$ cat src/rtl/fifo_stream_pkg.sv
// Shared types and helpers for the FIFO read-side stream engine.
package fifo_stream_pkg;

    localparam int DATA_W_DEFAULT = 8;

    typedef enum logic [1:0] {
        CHK_RUN  = 2'd0,
        CHK_PASS = 2'd1,
        CHK_FAIL = 2'd2
    } chk_state_t;

    // Width of an occupancy counter that must reach 'depth' inclusive.
    function automatic int level_w(input int depth);
        return $clog2(depth + 1);
    endfunction

endpackage

$ cat src/rtl/fifo_stream_skid.sv
// Register-array FIFO used as the output skid buffer; flush empties it in one cycle.
module fifo_stream_skid
    import fifo_stream_pkg::*;
#(
    parameter int  DATA_W = DATA_W_DEFAULT,
    parameter int  DEPTH  = 4,
    localparam int LVL_W  = level_w(DEPTH)
) (
    input  logic              CLOCK,
    input  logic              RESET,
    input  logic              flush,
    input  logic              wr_en,
    input  logic [DATA_W-1:0] wr_data,
    input  logic              rd_en,
    output logic [DATA_W-1:0] rd_data,
    output logic [LVL_W-1:0]  level
);

    localparam int               PTR_W    = (DEPTH > 1) ? $clog2(DEPTH) : 1;
    localparam logic [PTR_W-1:0] PTR_LAST = PTR_W'(DEPTH - 1);
    localparam logic [LVL_W-1:0] LVL_FULL = LVL_W'(DEPTH);

    logic [DATA_W-1:0] mem [DEPTH];
    logic [PTR_W-1:0]  wr_ptr;
    logic [PTR_W-1:0]  rd_ptr;
    logic              do_wr;
    logic              do_rd;

    // Pointers wrap explicitly so DEPTH need not be a power of two.
    function automatic logic [PTR_W-1:0] ptr_inc(input logic [PTR_W-1:0] p);
        return (p == PTR_LAST) ? '0 : p + 1'b1;
    endfunction

    assign do_rd = rd_en && (level != '0);
    assign do_wr = wr_en && ((level != LVL_FULL) || do_rd);

    always_ff @(posedge CLOCK or posedge RESET) begin
        if (RESET) begin
            wr_ptr <= '0;
            rd_ptr <= '0;
            level  <= '0;
        end else if (flush) begin
            wr_ptr <= '0;
            rd_ptr <= '0;
            level  <= '0;
        end else begin
            if (do_wr) wr_ptr <= ptr_inc(wr_ptr);
            if (do_rd) rd_ptr <= ptr_inc(rd_ptr);
            if (do_wr && !do_rd)
                level <= level + 1'b1;
            else if (do_rd && !do_wr)
                level <= level - 1'b1;
        end
    end

    always_ff @(posedge CLOCK) begin
        if (do_wr && !flush)
            mem[wr_ptr] <= wr_data;
    end

    // Storage is not reset, so the head is masked to zero while empty.
    assign rd_data = (level != '0) ? mem[rd_ptr] : '0;

endmodule

$ cat src/rtl/fifo_stream_reader.sv
// Read-side engine for the vendor FIFO: pops, absorbs read latency, streams bytes via a skid buffer.
// Optional incrementing-pattern checker is built when FIFO_STREAM_CHECK_EN is defined.
//
//   state    | meaning
//   CHK_RUN  | comparing beats against the expected incrementing pattern
//   CHK_PASS | CHECK_LEN consecutive matches seen; sticky until RESET/FLUSH
//   CHK_FAIL | a mismatch was seen; sticky until RESET/FLUSH
module fifo_stream_reader
    import fifo_stream_pkg::*;
#(
    parameter int                DATA_W     = DATA_W_DEFAULT,
    parameter int                RD_LAT     = 1,
    parameter int                SKID_DEPTH = 4,
    parameter logic [DATA_W-1:0] CHECK_SEED = 8'h65,
    parameter int                CHECK_LEN  = 3,
    localparam int               LVL_W      = level_w(SKID_DEPTH)
) (
    input  logic              CLOCK,
    input  logic              RESET,
    input  logic              FIFO_EMPTY,
    input  logic [DATA_W-1:0] FIFO_Q,
    output logic              FIFO_RDEN,
    input  logic              FLUSH,
    output logic [DATA_W-1:0] OUT_DATA,
    output logic              OUT_VALID,
    input  logic              OUT_READY,
    output logic [LVL_W-1:0]  LEVEL
`ifdef FIFO_STREAM_CHECK_EN
    ,
    output logic              CHECK_PASS,
    output logic              CHECK_FAIL
`endif
);

    logic [RD_LAT-1:0] inflight;
    int unsigned       inflight_cnt;
    logic              beat;

    always_comb begin
        inflight_cnt = 0;
        for (int i = 0; i < RD_LAT; i++) begin
            if (inflight[i]) inflight_cnt++;
        end
    end

    // Counting every outstanding pop against the skid space guarantees it never overflows.
    assign FIFO_RDEN = !RESET && !FIFO_EMPTY && !FLUSH
                       && ((32'(LEVEL) + inflight_cnt) < 32'(SKID_DEPTH));

    always_ff @(posedge CLOCK or posedge RESET) begin
        if (RESET) begin
            inflight <= '0;
        end else if (FLUSH) begin
            inflight <= '0;
        end else begin
            inflight[0] <= FIFO_RDEN;
            for (int i = 1; i < RD_LAT; i++)
                inflight[i] <= inflight[i-1];
        end
    end

    assign OUT_VALID = (LEVEL != '0);
    assign beat      = OUT_VALID && OUT_READY;

    fifo_stream_skid #(
        .DATA_W (DATA_W),
        .DEPTH  (SKID_DEPTH)
    ) u_skid (
        .CLOCK   (CLOCK),
        .RESET   (RESET),
        .flush   (FLUSH),
        .wr_en   (inflight[RD_LAT-1]),
        .wr_data (FIFO_Q),
        .rd_en   (beat),
        .rd_data (OUT_DATA),
        .level   (LEVEL)
    );

`ifdef FIFO_STREAM_CHECK_EN
    localparam int CNT_W = $clog2(CHECK_LEN + 1);

    chk_state_t        chk_state;
    chk_state_t        chk_state_nx;
    logic [DATA_W-1:0] chk_exp;
    logic [DATA_W-1:0] chk_exp_nx;
    logic [CNT_W-1:0]  chk_cnt;
    logic [CNT_W-1:0]  chk_cnt_nx;

    always_ff @(posedge CLOCK or posedge RESET) begin
        if (RESET) begin
            chk_state <= CHK_RUN;
            chk_exp   <= CHECK_SEED;
            chk_cnt   <= '0;
        end else begin
            chk_state <= chk_state_nx;
            chk_exp   <= chk_exp_nx;
            chk_cnt   <= chk_cnt_nx;
        end
    end

    always_comb begin
        chk_state_nx = chk_state;
        chk_exp_nx   = chk_exp;
        chk_cnt_nx   = chk_cnt;
        if (FLUSH) begin
            chk_state_nx = CHK_RUN;
            chk_exp_nx   = CHECK_SEED;
            chk_cnt_nx   = '0;
        end else if (beat && (chk_state == CHK_RUN)) begin
            chk_exp_nx = chk_exp + 1'b1;
            if (OUT_DATA != chk_exp)
                chk_state_nx = CHK_FAIL;
            else if ((32'(chk_cnt) + 1) == CHECK_LEN)
                chk_state_nx = CHK_PASS;
            else
                chk_cnt_nx = chk_cnt + 1'b1;
        end
    end

    assign CHECK_PASS = (chk_state == CHK_PASS);
    assign CHECK_FAIL = (chk_state == CHK_FAIL);
`endif

endmodule

$ cat config.mk
export PLATFORM = sky130hd
export DESIGN_NAME = fifo_stream_reader
export DESIGN_NICKNAME = d
export VERILOG_FILES = /design/src/rtl/fifo_stream_pkg.sv /design/src/rtl/fifo_stream_skid.sv /design/src/rtl/fifo_stream_reader.sv
export SDC_FILE = /design/constraint.sdc
export NUM_CORES = 1
export LEC_CHECK = 0
export BUFFER_PORTS_ARGS = -buffer_cell sky130_fd_sc_hd__buf_2
export CAP_MARGIN = 20
export CORE_ASPECT_RATIO = 0.9
export CORE_UTILIZATION = 30
export DETAILED_ROUTE_END_ITERATION = 10
export MAX_ROUTING_LAYER = met4
export PLACE_DENSITY = 0.5
export RECOVER_POWER = 25
export SETUP_SLACK_MARGIN = 0.2
export SLEW_MARGIN = 20
export SYNTH_ARGS = -nofsm -noshare
export SYNTH_HDL_FRONTEND = slang
export SYNTH_SLANG_ARGS = --single-unit
$ cat constraint.sdc
create_clock -name CLOCK -period 2 [get_ports CLOCK]
set_input_delay 0.1 -clock CLOCK [delete_from_list [all_inputs] [get_ports CLOCK]]
set_output_delay 0.1 -clock CLOCK [all_outputs]
set_load 0.05 [all_outputs]
==> impl_metrics.json, run 1 <==
{
  "cts_sinks": 40,
  "synth_ff_type": "edfxtp_1",
  "critPathKind": "flop to output pin",
  "final_cell_mix": "edfxtp_1, buf_4, buf_2",
  "dieArea_sq_um": 6450,
  "p_leak_nw": 0.885,
  "final.setup_skew_ns": 0.00880,
  "dp_hpwl_um": 2370,
  "vias_per_cell": 4.78,
  "grt_pass1_wl_um": 5840,
  "seq_power_share_pct": 33.0,
  "die_w_um": 84.6,
  "drtIter0Drc": 53,
  "timing.setup.tns_ns": 0,
  "p_comb_share_pct": 50.0,
  "rsz0062_at_grt": "yes",
  "worstHoldPathType": "input port to flop",
  "cts_buffers": 5,
  "async_reset_ff_share_pct": 20.0,
  "fin_crit_sh_pct": 88.2,
  "maxCapViolCount": 0,
  "ios": 26,
  "yosysTopAreaCellShare_pct": 52.2,
  "critPathLaunchType": "flop",
  "place_area_sq_um": 2110,
  "syn_inst": 117,
  "num_rows": 26,
  "status": "finished, violations left",
  "cp.required_ns": 1.90,
  "routedWlPerCell_um": 15.4,
  "synth_seq_cells": 40,
  "final_common_cell": "edfxtp_1",
  "ys_types": 33,
  "crit_path_top_delay_cell": "or4_4",
  "layout-drive-gt1-share_pct": 42.8,
  "max_slew.worst_pin.slew_ns": 0.423,
  "firstDrtPassIters": 8,
  "antenna_found_initial": 0,
  "endpoint_kind": "output pin",
  "grt-ovfl-total": 0,
  "final-setup-viol-count": 0,
  "fmax_mhz": 567,
  "synth_area_sq_um": 1840,
  "critical_path_buf_inv_count": 1,
  "cts_root_buf": "clkbuf_8",
  "p_per_area_nw_per_um2": 1300,
  "grt_max_degree": 14,
  "clk-insertion-delay-late_ns": 0.30,
  "grt_pass1_vias": 1114,
  "p_clk_share_pct": 17.0,
  "synth_fp_nets": 136,
  "antenna_cells": 0,
  "ant_nets": 0,
  "grt_usage_pct": 12.8,
  "yosys.area.top_type": "edfxtp_1",
  "core_sq_um": 5790,
  "cp_max_fo": 5,
  "p_sw_mw": 1.23,
  "failed_checks": "DRC",
  "slowest_delay_ns": 0.57,
  "htree_levels": 2,
  "p_int_mw": 1.86,
  "vias": 1127,
  "gp_congestion": 0.666,
  "cp_data_arrival_time_ns": 1.66,
  "drc": 4,
  "portBuffers": 25,
  "cts_buffer_depth": 2,
  "yosys_warnings": 0,
  "yosysSeqAreaShare_pct": 63.1,
  "fin_cells": 236,
  "nNetsFinal": 184,
  "placed_cells": 213,
  "ir_worst_vdd_uv": 380,
  "swShare_pct": 39.9,
  "synth.area.top_cells": "edfxtp_1, dfrtp_1, mux4_2",
  "die_h_um": 76.3,
  "initial_utilization_pct": 31.8,
  "synth_edf_count": 32,
  "slew_headroom_pct": 71.5,
  "syn_to_final_growth_pct": 29.0,
  "path_clk_slew_ns": 0.08,
  "cp_top_family": "simple AND/OR/NAND/NOR gates",
  "hold_viol_final": 0,
  "cts_tree": "done",
  "wl_um": 3640,
  "avgSynthCellArea_sq_um": 15.7,
  "fin_crit_ns": 1.76,
  "final_area_sq_um": 2370,
  "cp_cell_sequence": "or4_4 > a31oi_4 > buf_6",
  "finalMaxSlewViolations": 0
}
-- layer usage --
metal / track usage [%] / vias up / share of wire, %
met5: - / - / 0
met4: 5.59 / 0 / 1.9
met3: 4.33 / 8 / 5.5
met2: 20.9 / 23 / 51
met1: 14.3 / 563 / 41
li1: - / 533 / -
-- stage by stage --
step / power, mW / setup WS, ns / hold slack, ns / util (%)
after floorplan: 2.03 / 0.163 / -0.0845 / -
after global placement: 2.24 / 0.238 / 0.0719 / 36.4
after detailed placement: 2.26 / 0.212 / 0.0848 / 36.4
after CTS: 2.90 / 0.184 / 0.00802 / 39.7
after global routing: 3.24 / 0.190 / 0.0303 / 41.0
final: 3.09 / 0.237 / 0.0312 / 41.0
-- sequential cells by signal, indices dropped and copies added, names as in the netlist --
name           cells
u_skid.wr_ptr      2
u_skid.level       3
inflight           1
u_skid.mem        32
u_skid.rd_ptr      2
-- layout make-up --
type | instances | area, sq um
repair buffers | 48 | 348
well taps | 70 | 87.6
multi-input cells | 63 | 657
clock buffers | 5 | 68.8
inverters | 7 | 26.3
fillers | 546 | 3420
flip-flops and latches | 40 | 1170
clock inverters | 3 | 18.8
-- power by group through the flow --
stage                     logic [mW]  clock network [mW]  registers (mW)
after floorplan                0.963                   0            1.06
after CTS                       1.33               0.535            1.03
after global routing            1.64               0.573            1.03
after detailed placement        1.15                   0            1.11
after global placement          1.13                   0            1.11
final                           1.55               0.524            1.02
-- repair_timing --
action	CTS	global route
hold buffers	1	0
gates resized for setup	6	23
endpoints found under the setup margin	22	22
setup buffers	8	6
pin swaps	0	2
hold endpoints to repair	8	0
-- path summary, 6_finish.rpt --
check,slack (ns),depth (start not counted),endpoint,startpoint
worst min register to register,0.60,2,u_skid.wr_ptr[1]$_DFFE_PP0P_,u_skid.wr_ptr[1]$_DFFE_PP0P_
max in group asynchronous,1.43,3,u_skid.rd_ptr[0]$_DFFE_PP0P_,RESET
worst max-delay path,0.24,3,FIFO_RDEN,u_skid.level[2]$_DFFE_PP0P_
min in group asynchronous,0.31,3,inflight$_DFF_PP0_,RESET
worst max register to register,0.27,5,u_skid.level[1]$_DFFE_PP0P_,u_skid.level[0]$_DFFE_PP0P_
worst min-delay path,0.03,1,u_skid.mem[3][2]$_DFFE_PP_,FIFO_Q[2]
-- synth_stat cells (2+ instances only) --
cell	instances
and2b_1	3
or3_1	2
clkbuf_1	2
edfxtp_1	32
and2_1	4
mux4_2	8
a21oi_1	3
nor2_1	8
dfrtp_1	8
nor3_1	2
nor2b_1	5
o21ai_0	2
buf_2	4
mux2_4	2
inv_1	7
nand3b_1	2
a31oi_1	3
ha_1	5
-- logic make-up (layout without fill, tap and decap cells) --
group	Yosys count	in the layout	synth area share, %
DFF	40	40	63.1
and+or+nand+nor	31	31	10.2
AOI/OAI and AO/OA	14	14	6.25
buffers and inverters	14	63	3.54
muxes	11	11	12.0
adders and majority gates	6	6	4.49
xor gates and xnor gates	1	1	0.476
Power figures use the tool's default switching activity.
==> run 2: changes to the inputs <==
--- a/config.mk
+++ b/config.mk
@@ -7,11 +7,13 @@
 export LEC_CHECK = 0
 export BUFFER_PORTS_ARGS = -buffer_cell sky130_fd_sc_hd__buf_2
 export CAP_MARGIN = 20
+export CELL_PAD_IN_SITES_DETAIL_PLACEMENT = 2
+export CELL_PAD_IN_SITES_GLOBAL_PLACEMENT = 2
 export CORE_ASPECT_RATIO = 0.9
 export CORE_UTILIZATION = 30
 export DETAILED_ROUTE_END_ITERATION = 10
 export MAX_ROUTING_LAYER = met4
-export PLACE_DENSITY = 0.5
+export PLACE_DENSITY = 0.64
 export RECOVER_POWER = 25
 export SETUP_SLACK_MARGIN = 0.2
 export SLEW_MARGIN = 20
==> constraint.sdc (replaced) <==
create_clock -name CLOCK -period 1.9 [get_ports CLOCK]
set_input_delay 0.095 -clock CLOCK [delete_from_list [all_inputs] [get_ports CLOCK]]
set_output_delay 0.095 -clock CLOCK [all_outputs]
set_load 0.05 [all_outputs]
==> impl_metrics.json, run 2 (synthesis results as in run 1) <==
{
  "nNetsFinal": 182,
  "finalMaxSlewViolations": 0,
  "final-setup-viol-count": 0,
  "grt_pass1_wl_um": 7070,
  "ant_nets": 0,
  "ir_worst_vdd_uv": 376,
  "max_slew.worst_pin.slew_ns": 0.461,
  "nFillCells": 569,
  "cp_top_family": "multiplexers",
  "top_usage_layer": "met2",
  "fin_cells": 234,
  "layout-drive-gt1-share_pct": 48.8,
  "p_per_area_nw_per_um2": 1470,
  "antenna_cells": 0,
  "drc": 2,
  "largest-register": "u_skid.mem",
  "reg_top3": "u_skid.mem x32, u_skid.level x3",
  "cp_cell_sequence": "buf_8 > mux4_2 > and2b_1 > buf_6",
  "cp_data_arrival_time_ns": 1.68,
  "worst_slack_ns": 0.127,
  "clk-insertion-delay-late_ns": 0.29,
  "slew_headroom_pct": 69.3,
  "critPathLaunchType": "flop",
  "status": "finished, violations left",
  "firstDrtPassIters": 7,
  "syn_to_final_growth_pct": 34.3,
  "failed_checks": "DRC",
  "drtIter0Drc": 49,
  "cts_root_buf": "clkbuf_8",
  "portBuffers": 25,
  "cp_max_fo": 5,
  "initial_utilization_pct": 31.8,
  "pre_cts_ws_ns": 0.0681,
  "fin_crit_sh_pct": 93.3,
  "final_common_cell": "edfxtp_1",
  "cts_buffer_depth": 2,
  "path_clk_slew_ns": 0.08,
  "htree_levels": 2,
  "fmax_mhz": 564,
  "rsz0062_at_grt": "yes",
  "dieArea_sq_um": 6450,
  "critical_path_buf_inv_count": 2,
  "gr-usage-met2_pct": 25.3,
  "gp_congestion": 0.726,
  "grt_usage_pct": 15.1,
  "cp.depth": 4,
  "cts_tree": "done",
  "routedWlPerCell_um": 19.8,
  "use_met1_pct": 18.2,
  "dp_hpwl_um": 2800,
  "fin_crit_ns": 1.77,
  "final.setup_skew_ns": 0.0137,
  "cts_buffers": 5,
  "critPathKind": "flop to output pin",
  "timing.setup.tns_ns": 0,
  "final_cell_mix": "edfxtp_1, buf_4, buf_6",
  "placed_cells": 207,
  "cts_sinks": 40,
  "grt_max_degree": 14,
  "endpoint_kind": "output pin",
  "largest_register_ffs": 32,
  "die_w_um": 84.6,
  "ff2ff_path_depth": 6,
  "wl_um": 4630,
  "cp.required_ns": 1.80,
  "grt_pass1_vias": 1291,
  "hold_viol_final": 0,
  "slowest_delay_ns": 0.49,
  "final_area_sq_um": 2470,
  "grt-ovfl-total": 0,
  "grtUsageMet3_pct": 3.25,
  "worstHoldPathType": "input port to async pin",
  "vias_per_cell": 5.00,
  "crit_path_top_delay_cell": "mux4_2",
  "p_leak_nw": 0.932,
  "die_h_um": 76.3,
  "core_sq_um": 5790,
  "antenna_found_initial": 0,
  "maxCapViolCount": 0,
  "ios": 26,
  "num_rows": 26,
  "place_area_sq_um": 2070,
  "vias": 1170
}
[run 2: what timing repair did]
item | 4_1_cts | 5_1_grt
setup endpoints to repair | 37 | 45
resized for setup | 29 | 16
hold buffers | 1 | 0
pin swaps | 6 | 8
endpoints found under the hold margin | 8 | 0
setup buffers | 11 | 7
[run 2: cell type report]
cell class,instances,area [sq um],share of cell area (%)
multi-input cells,63,729,29.5
well taps,70,87.6,3.54
repair buffers,46,375,15.2
clock inverters,2,12.5,0.506
clock buffers,6,72.6,2.94
inverters,7,26.3,1.06
flip-flops and latches,40,1170,47.3
[run 2: per-stage QoR]
step	power, mW	hold slack, ns	utilization (%)
after floorplan	2.14	-0.0895	-
after global placement	2.37	0.0828	35.7
after detailed placement	2.42	0.0990	35.7
after CTS	3.30	0.0159	40.5
after global routing	3.81	0.0371	42.7
final	3.64	0.0212	42.7
[run 2: final timing paths]
check	slack, ns	endpoint	start
max in group asynchronous	1.57	u_skid.rd_ptr[0]$_DFFE_PP0P_	RESET
worst min-delay path	0.02	inflight$_DFF_PP0_	RESET
min in group CLOCK	0.04	u_skid.mem[1][3]$_DFFE_PP_	FIFO_Q[3]
worst min register to register	0.61	u_skid.wr_ptr[1]$_DFFE_PP0P_	u_skid.wr_ptr[1]$_DFFE_PP0P_
worst max register to register	0.17	u_skid.level[2]$_DFFE_PP0P_	u_skid.level[0]$_DFFE_PP0P_
worst max-delay path	0.13	OUT_DATA[2]	u_skid.rd_ptr[0]$_DFFE_PP0P_
[run 2: worst register-to-register path, delay by kind of cell, from the launching register on]
kind	cells	cell delay, ns
and+or+nand+nor	1	0.14
DFF	1	0.49
AOI/OAI and AO/OA	4	0.71
adders and majority gates	1	0.27
[run 2: report_power, final]
group,internal (mW),total [mW],switching (mW)
logic,0.908,1.99,1.08
registers,1.00,1.09,0.0908
clock network,0.257,0.556,0.299
[run 2: per-layer routing]
layer,vias up,share of wire (%)
li1,525,-
met1,619,42
met2,21,55
met3,5,2.5
met4,0,0.78
met5,-,0
==> run 3: changes to the inputs <==
--- a/config.mk
+++ b/config.mk
@@ -16,7 +16,6 @@
 export PLACE_DENSITY = 0.64
 export RECOVER_POWER = 25
 export SETUP_SLACK_MARGIN = 0.2
-export SLEW_MARGIN = 20
 export SYNTH_ARGS = -nofsm -noshare
 export SYNTH_HDL_FRONTEND = slang
 export SYNTH_SLANG_ARGS = --single-unit
==> constraint.sdc (replaced) <==
create_clock -name CLOCK -period 2 [get_ports CLOCK]
set_input_delay 0.1 -clock CLOCK [delete_from_list [all_inputs] [get_ports CLOCK]]
set_output_delay 0.1 -clock CLOCK [all_outputs]
set_load 0.05 [all_outputs]
==> impl_metrics.json, run 3 (synthesis results as in run 1) <==
{
  "portBuffers": 25,
  "fmax_mhz": 558,
  "cts_buffer_depth": 2,
  "dieArea_sq_um": 6450,
  "cp.required_ns": 2.19,
  "nNetsFinal": 184,
  "p_total_mw": 3.22,
  "p_per_area_nw_per_um2": 1340,
  "wl_um": 4420,
  "p_leak_nw": 0.901,
  "num_rows": 26,
  "reg_top3": "u_skid.mem x32, u_skid.level x3",
  "routedWlPerCell_um": 18.7,
  "initial_utilization_pct": 31.8,
  "layout-drive-gt1-share_pct": 42.2,
  "grt-ovfl-total": 0,
  "dp_hpwl_um": 2770,
  "final-setup-viol-count": 0,
  "die_w_um": 84.6,
  "fin_crit_sh_pct": 89.6,
  "vias": 1158,
  "slew_headroom_pct": 68.3,
  "hold_viol_final": 0,
  "die_h_um": 76.3,
  "ant_nets": 0,
  "worstHoldPathType": "input port to flop",
  "cts_buffers": 5,
  "htree_levels": 2,
  "maxCapViolCount": 0,
  "cp_max_fo": 7,
  "cp_top_family": "compound AO/OA/AOI/OAI gates",
  "grt_pass1_vias": 1262,
  "reg2reg_from": "u_skid.level[0]$_DFFE_PP0P_",
  "place_area_sq_um": 2090,
  "cp_cell_sequence": "o21a_4 > a211oi_4 > fa_2 > buf_4 > nand4b_1 > a31oi_1",
  "slowest_delay_ns": 0.48,
  "finalMaxSlewViolations": 0,
  "grt_max_degree": 13,
  "failed_checks": "DRC",
  "vias_per_cell": 4.91,
  "rrSetupSlack_ns": 0.21,
  "rr_endpoint": "u_skid.level[2]$_DFFE_PP0P_",
  "clk-insertion-delay-late_ns": 0.29,
  "min_from": "FIFO_Q[1]",
  "endpoint_kind": "flop",
  "final_cell_mix": "edfxtp_1, buf_4, buf_6",
  "antenna_found_initial": 0,
  "critPathKind": "flop to flop",
  "fin_crit_ns": 1.79,
  "drtIter0Drc": 27,
  "core_sq_um": 5790,
  "syn_to_final_growth_pct": 30.9,
  "critPathLaunchType": "flop",
  "cts_tree": "done",
  "grt_pass1_wl_um": 6600,
  "timing.setup.tns_ns": 0,
  "cts_root_buf": "clkbuf_8",
  "status": "finished, violations left",
  "cts_sinks": 40,
  "ir_worst_vdd_uv": 304,
  "ff2ff_path_depth": 6,
  "min_delay_path_depth": 1,
  "regArea_sq_um": 1170,
  "ios": 26,
  "final.setup_skew_ns": 0.00856,
  "path_clk_slew_ns": 0.07,
  "final_area_sq_um": 2410,
  "nFillCells": 575,
  "final_common_cell": "edfxtp_1",
  "largest-register": "u_skid.mem",
  "crit_path_top_delay_cell": "dfrtp_2",
  "max_slew.worst_pin.slew_ns": 0.476,
  "antenna_cells": 0,
  "rsz0062_at_grt": "yes",
  "drc": 4,
  "multi_input_area_sq_um": 677,
  "hold_end": "u_skid.mem[0][1]$_DFFE_PP_",
  "critical_path_buf_inv_count": 1,
  "firstDrtPassIters": 9,
  "largest_register_ffs": 32,
  "gp_congestion": 0.742,
  "grt_usage_pct": 14.2,
  "cp_data_arrival_time_ns": 1.99
}
run 3: power breakdown:
| group | internal, mW | leakage [nW] | switching, mW |
|---|---|---|---|
| sequential | 0.953 | 0.391 | 0.0758 |
| clock | 0.249 | 0.0424 | 0.263 |
| combinational | 0.727 | 0.468 | 0.954 |
run 3: metrics by stage:
stage | worst slack [ns] | instances | hold slack [ns] | util [%]
2_1_floorplan | 0.163 | 117 | -0.0845 | -
3_3_place_gp | 0.235 | 211 | 0.0888 | 36.1
3_5_place_dp | 0.199 | 211 | 0.114 | 36.1
4_1_cts | 0.188 | 229 | 0.0174 | 39.4
5_1_grt | 0.0869 | 236 | 0.0379 | 41.6
6_report | 0.209 | 236 | 0.0415 | 41.6
run 3: worst max-delay path by stage:
stage	from	to	depth (start not counted)
after floorplan	u_skid.level[1]$_DFFE_PP0P_	u_skid.level[2]$_DFFE_PP0P_	7
after global placement	u_skid.rd_ptr[0]$_DFFE_PP0P_	OUT_DATA[6]	3
after detailed placement	u_skid.level[1]$_DFFE_PP0P_	u_skid.level[2]$_DFFE_PP0P_	6
after CTS	u_skid.rd_ptr[0]$_DFFE_PP0P_	OUT_DATA[7]	4
after global routing	u_skid.level[0]$_DFFE_PP0P_	u_skid.level[2]$_DFFE_PP0P_	6
final	u_skid.level[0]$_DFFE_PP0P_	u_skid.level[2]$_DFFE_PP0P_	6
run 3: final cells by class:
class                      count  share of cell area (%)
clock buffer                   7                    3.17
clock inverter                 1                   0.364
inverter                       7                    1.09
multi-input combinational     63                    28.1
sequential                    40                    48.5
tap                           70                    3.64
timing repair buffer          48                    15.1
run 3: layer usage:
layer	GRT usage, %	share of wire (%)	vias to the layer above
met3	2.93	2.4	4
met1	17.0	44	607
met2	24.4	53	17
met4	3.56	0.63	0
li1	-	-	530
met5	-	0	-
run 3: timing repair:
action                                  CTS  global route
hold buffers                              1             0
setup buffers                             9             7
gates resized for setup                   8            25
endpoints found under the setup margin   10            43
pin swaps                                 0             6
endpoints found under the hold margin     8             0
cloned                                    0             0
